$ cat src/rtl/apb_uart_ctrl_pkg.sv
// Shared types and register map for the apb_uart controller.
// Imported by the controller, its APB engine and the bench.
package apb_uart_ctrl_pkg;

  localparam logic [11:0] ADDR_TDR = 12'h000;
  localparam logic [11:0] ADDR_RDR = 12'h004;
  localparam logic [11:0] ADDR_FSR = 12'h008;
  localparam logic [11:0] ADDR_LCR = 12'h00C;
  localparam logic [11:0] ADDR_FCR = 12'h010;
  localparam logic [11:0] ADDR_HCR = 12'h014;
  localparam logic [11:0] ADDR_OCR = 12'h018;

  localparam int FSR_RX_NE_BIT = 1;
  localparam logic [31:0] OCR_TX_START = 32'h2;

  typedef enum logic [2:0] {
    UNCFG, CFG, IDLE, TX_DATA, TX_KICK, POLL, RD_DATA
  } uart_ctrl_state_e;

  typedef struct packed {
    logic        write;
    logic [11:0] addr;
    logic [31:0] wdata;
    logic [3:0]  strb;
  } xfer_t;

  function automatic xfer_t mk_wr(
    input logic [11:0] a,
    input logic [31:0] d,
    input logic [3:0]  s
  );
    return '{write: 1'b1, addr: a, wdata: d, strb: s};
  endfunction

  function automatic xfer_t mk_rd(input logic [11:0] a);
    return '{write: 1'b0, addr: a, wdata: 32'h0, strb: 4'hF};
  endfunction

  function automatic logic [11:0] cfg_addr(input logic [1:0] i);
    case (i)
      2'd0:    return ADDR_LCR;
      2'd1:    return ADDR_FCR;
      2'd2:    return ADDR_HCR;
      default: return ADDR_OCR;
    endcase
  endfunction

endpackage

$ cat src/rtl/apb_uart_ctrl_if.sv
// APB bus between the controller (master) and the apb_uart (slave).
interface apb_uart_ctrl_if;
  logic        psel;
  logic        penable;
  logic        pwrite;
  logic [11:0] paddr;
  logic [3:0]  pstrb;
  logic [31:0] pwdata;
  logic [31:0] prdata;
  logic        pready;
  logic        pslverr;

  modport master (
    output psel, penable, pwrite, paddr, pstrb, pwdata,
    input  prdata, pready, pslverr
  );

  modport slave (
    input  psel, penable, pwrite, paddr, pstrb, pwdata,
    output prdata, pready, pslverr
  );
endinterface

$ cat src/rtl/apb_uart_ctrl_xfer.sv
// Single-transfer APB engine: one cmd per req, done on the pready edge.
// Holds addr/data/strb from SETUP until completion.
module apb_master_xfer
  import apb_uart_ctrl_pkg::*;
(
  input  logic  clk,
  input  logic  rst_n,
  input  logic  req,
  input  xfer_t cmd,
  output logic  done,
  output logic [31:0] rdata,
  output logic  slverr,
  apb_uart_ctrl_if.master apb
);

  assign done   = apb.psel & apb.penable & apb.pready;
  assign rdata  = apb.prdata;
  assign slverr = apb.pslverr;

  always_ff @(posedge clk or negedge rst_n) begin
    if (!rst_n) begin
      apb.psel    <= 1'b0;
      apb.penable <= 1'b0;
      apb.pwrite  <= 1'b0;
      apb.paddr   <= '0;
      apb.pstrb   <= '0;
      apb.pwdata  <= '0;
    end else if (!apb.psel) begin
      if (req) begin
        apb.psel   <= 1'b1;
        apb.pwrite <= cmd.write;
        apb.paddr  <= cmd.addr;
        apb.pstrb  <= cmd.strb;
        apb.pwdata <= cmd.wdata;
      end
    end else if (!apb.penable) begin
      apb.penable <= 1'b1;
    end else if (apb.pready) begin
      apb.psel    <= 1'b0;
      apb.penable <= 1'b0;
    end
  end

endmodule

$ cat src/rtl/apb_uart_ctrl.sv
// APB sequencer for one apb_uart: config, TX stream into TDR,
// status polling and RDR reads out to the RX stream.
module apb_uart_ctrl
  import apb_uart_ctrl_pkg::*;
#(
  parameter logic [31:0] LCR_INIT = 32'h0000_0003,
  parameter logic [31:0] FCR_INIT = 32'h0000_0001,
  parameter logic [31:0] HCR_INIT = 32'h0000_0001,
  parameter logic [31:0] OCR_INIT = 32'h0000_0005,
  parameter int          POLL_DIV = 16
) (
  input  logic       clk,
  input  logic       preset_n,
  input  logic       cfg_start,
  output logic       cfg_done,
  output logic       err,
  input  logic [7:0] tx_data,
  input  logic       tx_valid,
  output logic       tx_ready,
  output logic [7:0] rx_data,
  output logic       rx_valid,
  input  logic       rx_ready,
  input  logic       uart_irq,
  apb_uart_ctrl_if.master apb
);

  uart_ctrl_state_e state;
  xfer_t       cmd;
  logic        req;
  logic [1:0]  cfg_idx;
  logic        cfg_pend;
  logic        last_tx;
  logic [15:0] poll_cnt;
  logic        done;
  logic        slverr;
  logic [31:0] rdata;

  function automatic logic [31:0] cfg_data(input logic [1:0] i);
    case (i)
      2'd0:    return LCR_INIT;
      2'd1:    return FCR_INIT;
      2'd2:    return HCR_INIT;
      default: return OCR_INIT;
    endcase
  endfunction

  logic poll_max, poll_due, start_cfg, tx_go, poll_go;

  assign poll_max  = poll_cnt == 16'(POLL_DIV - 1);
  assign poll_due  = cfg_done && (poll_max || uart_irq) && !rx_valid;
  assign start_cfg = (cfg_start || cfg_pend) &&
                     (state == UNCFG || state == IDLE);
  // Round-robin: TX yields only when a poll is due and TX went last.
  assign tx_go     = state == IDLE && !start_cfg && tx_valid &&
                     (!poll_due || !last_tx);
  assign poll_go   = state == IDLE && !start_cfg && poll_due && !tx_go;
  assign tx_ready  = tx_go;

  apb_master_xfer u_xfer (
    .clk    (clk),
    .rst_n  (preset_n),
    .req    (req),
    .cmd    (cmd),
    .done   (done),
    .rdata  (rdata),
    .slverr (slverr),
    .apb    (apb)
  );

  always_ff @(posedge clk or negedge preset_n) begin
    if (!preset_n) begin
      state    <= UNCFG;
      cmd      <= '0;
      req      <= 1'b0;
      cfg_idx  <= '0;
      cfg_pend <= 1'b0;
      last_tx  <= 1'b0;
      poll_cnt <= '0;
      cfg_done <= 1'b0;
      err      <= 1'b0;
      rx_data  <= '0;
      rx_valid <= 1'b0;
    end else begin
      if (rx_valid && rx_ready) rx_valid <= 1'b0;
      if (done && slverr) err <= 1'b1;
      if (start_cfg) begin
        state    <= CFG;
        cfg_idx  <= '0;
        cfg_pend <= 1'b0;
        cfg_done <= 1'b0;
        err      <= 1'b0;
        req      <= 1'b1;
        cmd      <= mk_wr(ADDR_LCR, LCR_INIT, 4'hF);
      end else begin
        if (cfg_start) cfg_pend <= 1'b1;
        unique case (state)
          UNCFG: ;
          CFG: if (done) begin
            if (cfg_idx == 2'd3) begin
              state    <= IDLE;
              cfg_done <= 1'b1;
              req      <= 1'b0;
            end else begin
              cfg_idx <= cfg_idx + 2'd1;
              cmd     <= mk_wr(cfg_addr(cfg_idx + 2'd1),
                               cfg_data(cfg_idx + 2'd1), 4'hF);
            end
          end
          IDLE: begin
            if (!poll_max) poll_cnt <= poll_cnt + 16'd1;
            if (tx_go) begin
              state   <= TX_DATA;
              last_tx <= 1'b1;
              req     <= 1'b1;
              cmd     <= mk_wr(ADDR_TDR, {24'h0, tx_data}, 4'h1);
            end else if (poll_go) begin
              state    <= POLL;
              last_tx  <= 1'b0;
              poll_cnt <= '0;
              req      <= 1'b1;
              cmd      <= mk_rd(ADDR_FSR);
            end
          end
          TX_DATA: if (done) begin
            if (slverr) begin
              state <= IDLE;
              req   <= 1'b0;
            end else begin
              state <= TX_KICK;
              cmd   <= mk_wr(ADDR_OCR, OCR_INIT | OCR_TX_START, 4'h1);
            end
          end
          TX_KICK: if (done) begin
            state <= IDLE;
            req   <= 1'b0;
          end
          POLL: if (done) begin
            if (!slverr && rdata[FSR_RX_NE_BIT]) begin
              state <= RD_DATA;
              cmd   <= mk_rd(ADDR_RDR);
            end else begin
              state <= IDLE;
              req   <= 1'b0;
            end
          end
          RD_DATA: if (done) begin
            state <= IDLE;
            req   <= 1'b0;
            if (!slverr) begin
              rx_data  <= rdata[7:0];
              rx_valid <= 1'b1;
            end
          end
          default: state <= UNCFG;
        endcase
      end
    end
  end

endmodule

$ cat src/flat_wrapper.sv
// flat-port wrapper written by rule: the top's interface ports become plain ports
module apb_uart_ctrl_flat import apb_uart_ctrl_pkg::*;
#(
  parameter logic [31:0] LCR_INIT = 32'h0000_0003,
  parameter logic [31:0] FCR_INIT = 32'h0000_0001,
  parameter logic [31:0] HCR_INIT = 32'h0000_0001,
  parameter logic [31:0] OCR_INIT = 32'h0000_0005,
  parameter int          POLL_DIV = 16
)
  (clk, preset_n, cfg_start, cfg_done, err, tx_data, tx_valid, tx_ready, rx_data, rx_valid, rx_ready, uart_irq, apb_psel, apb_penable, apb_pwrite, apb_paddr, apb_pstrb, apb_pwdata, apb_prdata, apb_pready, apb_pslverr);
  apb_uart_ctrl_if apb_i ();
  input  logic clk;
  input  logic preset_n;
  input  logic cfg_start;
  output logic cfg_done;
  output logic err;
  input  logic [7:0] tx_data;
  input  logic tx_valid;
  output logic tx_ready;
  output logic [7:0] rx_data;
  output logic rx_valid;
  input  logic rx_ready;
  input  logic uart_irq;
  output wire logic [$bits(apb_i.psel)-1:0] apb_psel;
  output wire logic [$bits(apb_i.penable)-1:0] apb_penable;
  output wire logic [$bits(apb_i.pwrite)-1:0] apb_pwrite;
  output wire logic [$bits(apb_i.paddr)-1:0] apb_paddr;
  output wire logic [$bits(apb_i.pstrb)-1:0] apb_pstrb;
  output wire logic [$bits(apb_i.pwdata)-1:0] apb_pwdata;
  input wire logic [$bits(apb_i.prdata)-1:0] apb_prdata;
  input wire logic [$bits(apb_i.pready)-1:0] apb_pready;
  input wire logic [$bits(apb_i.pslverr)-1:0] apb_pslverr;
  assign apb_psel = apb_i.psel;
  assign apb_penable = apb_i.penable;
  assign apb_pwrite = apb_i.pwrite;
  assign apb_paddr = apb_i.paddr;
  assign apb_pstrb = apb_i.pstrb;
  assign apb_pwdata = apb_i.pwdata;
  assign apb_i.prdata = apb_prdata;
  assign apb_i.pready = apb_pready;
  assign apb_i.pslverr = apb_pslverr;
  apb_uart_ctrl #(.LCR_INIT(LCR_INIT), .FCR_INIT(FCR_INIT), .HCR_INIT(HCR_INIT), .OCR_INIT(OCR_INIT), .POLL_DIV(POLL_DIV)) u_core (.clk(clk), .preset_n(preset_n), .cfg_start(cfg_start), .cfg_done(cfg_done), .err(err), .tx_data(tx_data), .tx_valid(tx_valid), .tx_ready(tx_ready), .rx_data(rx_data), .rx_valid(rx_valid), .rx_ready(rx_ready), .uart_irq(uart_irq), .apb(apb_i));
endmodule
$ cat config.mk
export PLATFORM = sky130hd
export DESIGN_NAME = apb_uart_ctrl_flat
export DESIGN_NICKNAME = d
export VERILOG_FILES = /design/src/rtl/apb_uart_ctrl_pkg.sv /design/src/rtl/apb_uart_ctrl_if.sv /design/src/rtl/apb_uart_ctrl_xfer.sv /design/src/rtl/apb_uart_ctrl.sv /design/src/flat_wrapper.sv
export SDC_FILE = /design/constraint.sdc
export NUM_CORES = 1
export LEC_CHECK = 0
export ABC_AREA = 1
export CAP_MARGIN = 20
export CORE_UTILIZATION = 51
export CTS_CLUSTER_DIAMETER = 30
export DETAILED_ROUTE_END_ITERATION = 8
export PLACE_DENSITY = 0.94
export SETUP_SLACK_MARGIN = 0.5
export SYNTH_ARGS = -nofsm -noshare
export SYNTH_HDL_FRONTEND = slang
export SYNTH_SLANG_ARGS = --single-unit
$ cat constraint.sdc
create_clock -name clk -period 3 [get_ports clk]
set_clock_uncertainty 0.1 [all_clocks]
set_input_delay 0.6 -clock clk [delete_from_list [all_inputs] [get_ports clk]]
set_output_delay 0.6 -clock clk [all_outputs]
set_load 0.005 [all_outputs]
==> key figures <==
Worst setup path
  • Critical-path cell list: ha_2 > nand3_2 > nor2_2 > nand2_2 > nand2_4 > nand3_4 > nand2_4 > inv_1 > dlygate4sd2_1
  • Delay-heaviest family, CP: simple AND/OR/NAND/NOR gates
  • CP bufs+invs: 2
  • Worst Path Arrival: 1.74 ns
  • Crit start category: flop
  • Crit path max fanout: 3
  • Largest stage delay on the critical path: 0.36 ns
  • WP data required: 2.30 ns
  • Critical Path Most Common Cell: nand2_4
  • Slowest CP cell: dfrtp_1
  • Crit end category: primary output
  • WS Path Type: flop to primary output

GRT
  • Total gr overflow: 0
  • Initial antenna violation count: 0
  • First-pass GRT wire length: 12.5 mm
  • Vias in the first global route: 2774
  • GRT Total Usage: 21.5%
  • Largest net degree at the start of global routing: 66

Final layout
  • Fin cells: 597
  • Fill count: 519
  • Layout area overhead: 24.2%
  • Share of cells above drive strength 1: 18.4%
  • Multi-input logic area: 1620 sq um
  • Final instance area: 4470 sq um
  • Diodes inserted: 0
  • Fin util: 65.8%
  • Nets: 548
  • Sequential cell area: 1630 sq um

Clock network
  • Root Buffer: clkbuf_8
  • CTS buffer count: 9
  • CTS Sinks: 65
  • CTS tree: yes
  • Clk_lat worst skew: 0.34 ns
  • CTS clk-pin slew, worst paths: 0.07 ns
  • CTS max path bufs: 2
  • Hold_buf cts: 0
  • H-tree Lvls: 3

Job
  • Max-cap viol count: 0

Timing
  • Pins Over Slew Limit: 0
  • Max Fclk: 410 MHz
  • Tightest Pin Transition: 0.621 ns
  • Min Hold Slack: 0.144 ns
  • Tcrit/Tclk final: 81.2%
  • Fin crit period: 2.44 ns
  • Slew HR: 58.5%
  • RSZ-0062 raised after global routing: no
  • Final setup fails: 0
  • Final Hold Violating Endpoints: 0
  • Setup TNS: 0 ns

Synthesis
  • Cell type with the highest aggregate area in the netlist: dfrtp_1
  • Synth Area in XOR/XNOR: 1.46%
  • Syn Area/Cell: 8.53 sq um
  • Ranking of synthesized cells by area: dfrtp_1, nand2_1, buf_4
  • Top FF cell, synth: dfrtp_1
  • Synth Area in Compound Gates: 4.73%
  • Share of synthesized registers carrying an async set or reset: 100%
  • YS warnings: 0
  • Largest family of logic cells by synthesized area: simple AND/OR/NAND/NOR gates
  • Synth cell types: 33
  • Number of synthesized register bits: 65
  • Post-synth top area share: 45.2%
  • Post-synth EDFFs: 0
  • Synth Cell Area: 3600 sq um
  • Cells after Synth: 422
  • Mux share of post-synthesis cell area: 6.26%
  • Post-Synth Simple-Gate Area: 26.4%
  • Synth Area in Adders: 1.39%
  • Post-synthesis sequential area ratio: 45.2%

Hold path
  • Hold WC Path Type: primary input to async pin

Floorplan
  • Cell Rows: 30
  • Die extent in x: 86 microns
  • Num ports: 111
  • Initial Util: 53.0%
  • Core area: 6790 sq um
  • Chip Height: 86 microns
  • Die area: 7400 sq um

Detailed routing
  • Detailed-route via count: 2949
  • Avg WL per Cell: 12.6 microns
  • Post-detailed-route count of antenna-violating nets: 0
  • Drt pass-1 iters: 4
  • Detailed Route WL: 7.55 mm
  • DRC: 0
  • Initial DRC count: 323
  • DR vias/cell: 4.94

Placed design
  • Port Buffers: 53
  • Dpl cell area: 4100 sq um
  • Placed cells: 568
  • HPWL Detailed: 5.01 mm
  • GP Congestion: 0.894

Status
  • Run status: finished clean

Power
  • Lkg Pwr: 2.26 nW
  • Worst VDD drop: 0.000420 V
  • Power per Cell Area: 928 nW/um^2
-- worst register-to-register path: cells and delay by family, from the launching register on --
kind	cells	cell delay, ns
simple gates	7	1.02
flops	1	0.48
buf+inv	2	0.33
-- synthesized netlist by cell type, types with 2 or more instances --
master / n
nand2_1: 101
o21ai_0: 19
buf_4: 35
a21oi_1: 8
nor2_4: 4
nand3_1: 28
dfrtp_1: 65
buf_6: 6
nor2_1: 42
inv_1: 45
nand2_4: 4
nand2_2: 2
nand3b_1: 4
ha_1: 4
xor2_1: 6
nor3_1: 5
inv_2: 5
nand4_1: 5
mux2_2: 20
-- logic make-up after synthesis --
family / Yosys count
DFF: 65
and+or+nand+nor: 202
AOI/OAI and AO/OA: 32
muxes: 20
xor gates and xnor gates: 6
other: 1
buffers and inverters: 92
adders and majority gates: 4
-- area by class of cell --
| cell class | instances | share of cell area (%) |
|---|---|---|
| well taps | 96 | 2.69 |
| multi-input cells | 297 | 36.2 |
| inverters | 50 | 4.20 |
| flip-flops and latches | 65 | 36.5 |
| clock buffers | 9 | 2.77 |
| repair buffers | 73 | 15.3 |
| clock inverters | 7 | 2.24 |
-- flip-flops by register name, indices dropped and copies added (netlist names) --
name and count:
u_core.rx_valid 1, u_core.cmd 14, u_core.last_tx 1, u_core.u_xfer.apb.psel 1, u_core.req 1, u_core.cfg_pend 1, u_core.u_xfer.apb.paddr 3, u_core.u_xfer.apb.pwdata 8
u_core.state 3, u_core.u_xfer.apb.pstrb 2, u_core.cfg_idx 2, u_core.poll_cnt 16, u_core.rx_data 8, u_core.u_xfer.apb.pwrite 1, u_core.u_xfer.apb.penable 1, u_core.cfg_done 1
u_core.err 1
-- power by group --
part,internal (W),total (W),switching (W)
clock,0.000476,0.000840,0.000364
sequential,0.00121,0.00144,0.000233
combinational,0.000856,0.00186,0.00101
-- metrics by stage --
stage          worst slack [ns]  total power [W]
5_1_grt                   0.476          0.00445
3_5_place_dp             0.0661          0.00316
2_1_floorplan             0.849          0.00263
3_3_place_gp             0.0617          0.00309
6_report                  0.564          0.00415
4_1_cts                   0.527          0.00406
-- per-layer routing --
layer	track usage (%)	vias to the layer above	share of wire, %
li1	-	1415	-
met1	28.0	1408	43
met2	34.1	106	49
met3	3.85	20	4.8
met4	11.4	0	3.0
met5	0	-	0
-- path summary, 6_finish.rpt --
| kind | startpoint | endpoint | slack (ns) | depth (start not counted) |
|---|---|---|---|---|
| setup / recovery | u_core.poll_cnt[0]$_DFFE_PN0N_ | tx_ready | 0.56 | 9 |
| hold / removal | preset_n | u_core.poll_cnt[9]$_DFFE_PN0N_ | 0.14 | 2 |
| setup reg to reg | u_core.state[2]$_DFFE_PN0P_ | u_core.cmd[4]$_DFFE_PN0P_ | 0.97 | 9 |
| hold reg to reg | u_core.cmd[0]$_DFFE_PN0P_ | u_core.cmd[0]$_DFFE_PN0P_ | 0.36 | 2 |
| max in group asynchronous | preset_n | u_core.poll_cnt[8]$_DFFE_PN0N_ | 2.33 | 2 |
| min in group clk | u_core.cmd[0]$_DFFE_PN0P_ | u_core.cmd[0]$_DFFE_PN0P_ | 0.36 | 2 |
-- layout by cell type (no fill, tap or decap), types with 2 or more instances in the layout --
master	instances
dlygate4sd2_1	2
clkdlybuf4s50_1	50
o21ai_0	19
nor2_2	2
ha_1	3
nand2_1	99
conb_1	33
nand3_1	26
bufinv_16	2
nand2_4	5
inv_2	5
nand3_4	2
a21oi_1	8
inv_1	45
buf_4	19
dfrtp_2	5
nor2_1	39
nor2_4	6
xor2_1	6
dfrtp_1	60
nand4_1	5
clkbuf_8	9
nand3b_1	4
inv_6	3
nand2_2	3
mux2_2	20
nor3_1	5
-- timing repair --
item | 4_1_cts | 5_1_grt
gates cloned | 0 | 0
gates resized for setup | 9 | 10
setup endpoints to repair | 1 | 1
pin swaps | 2 | 2
setup buffers | 5 | 8
No activity file was read; power rests on OpenSTA's default activity.
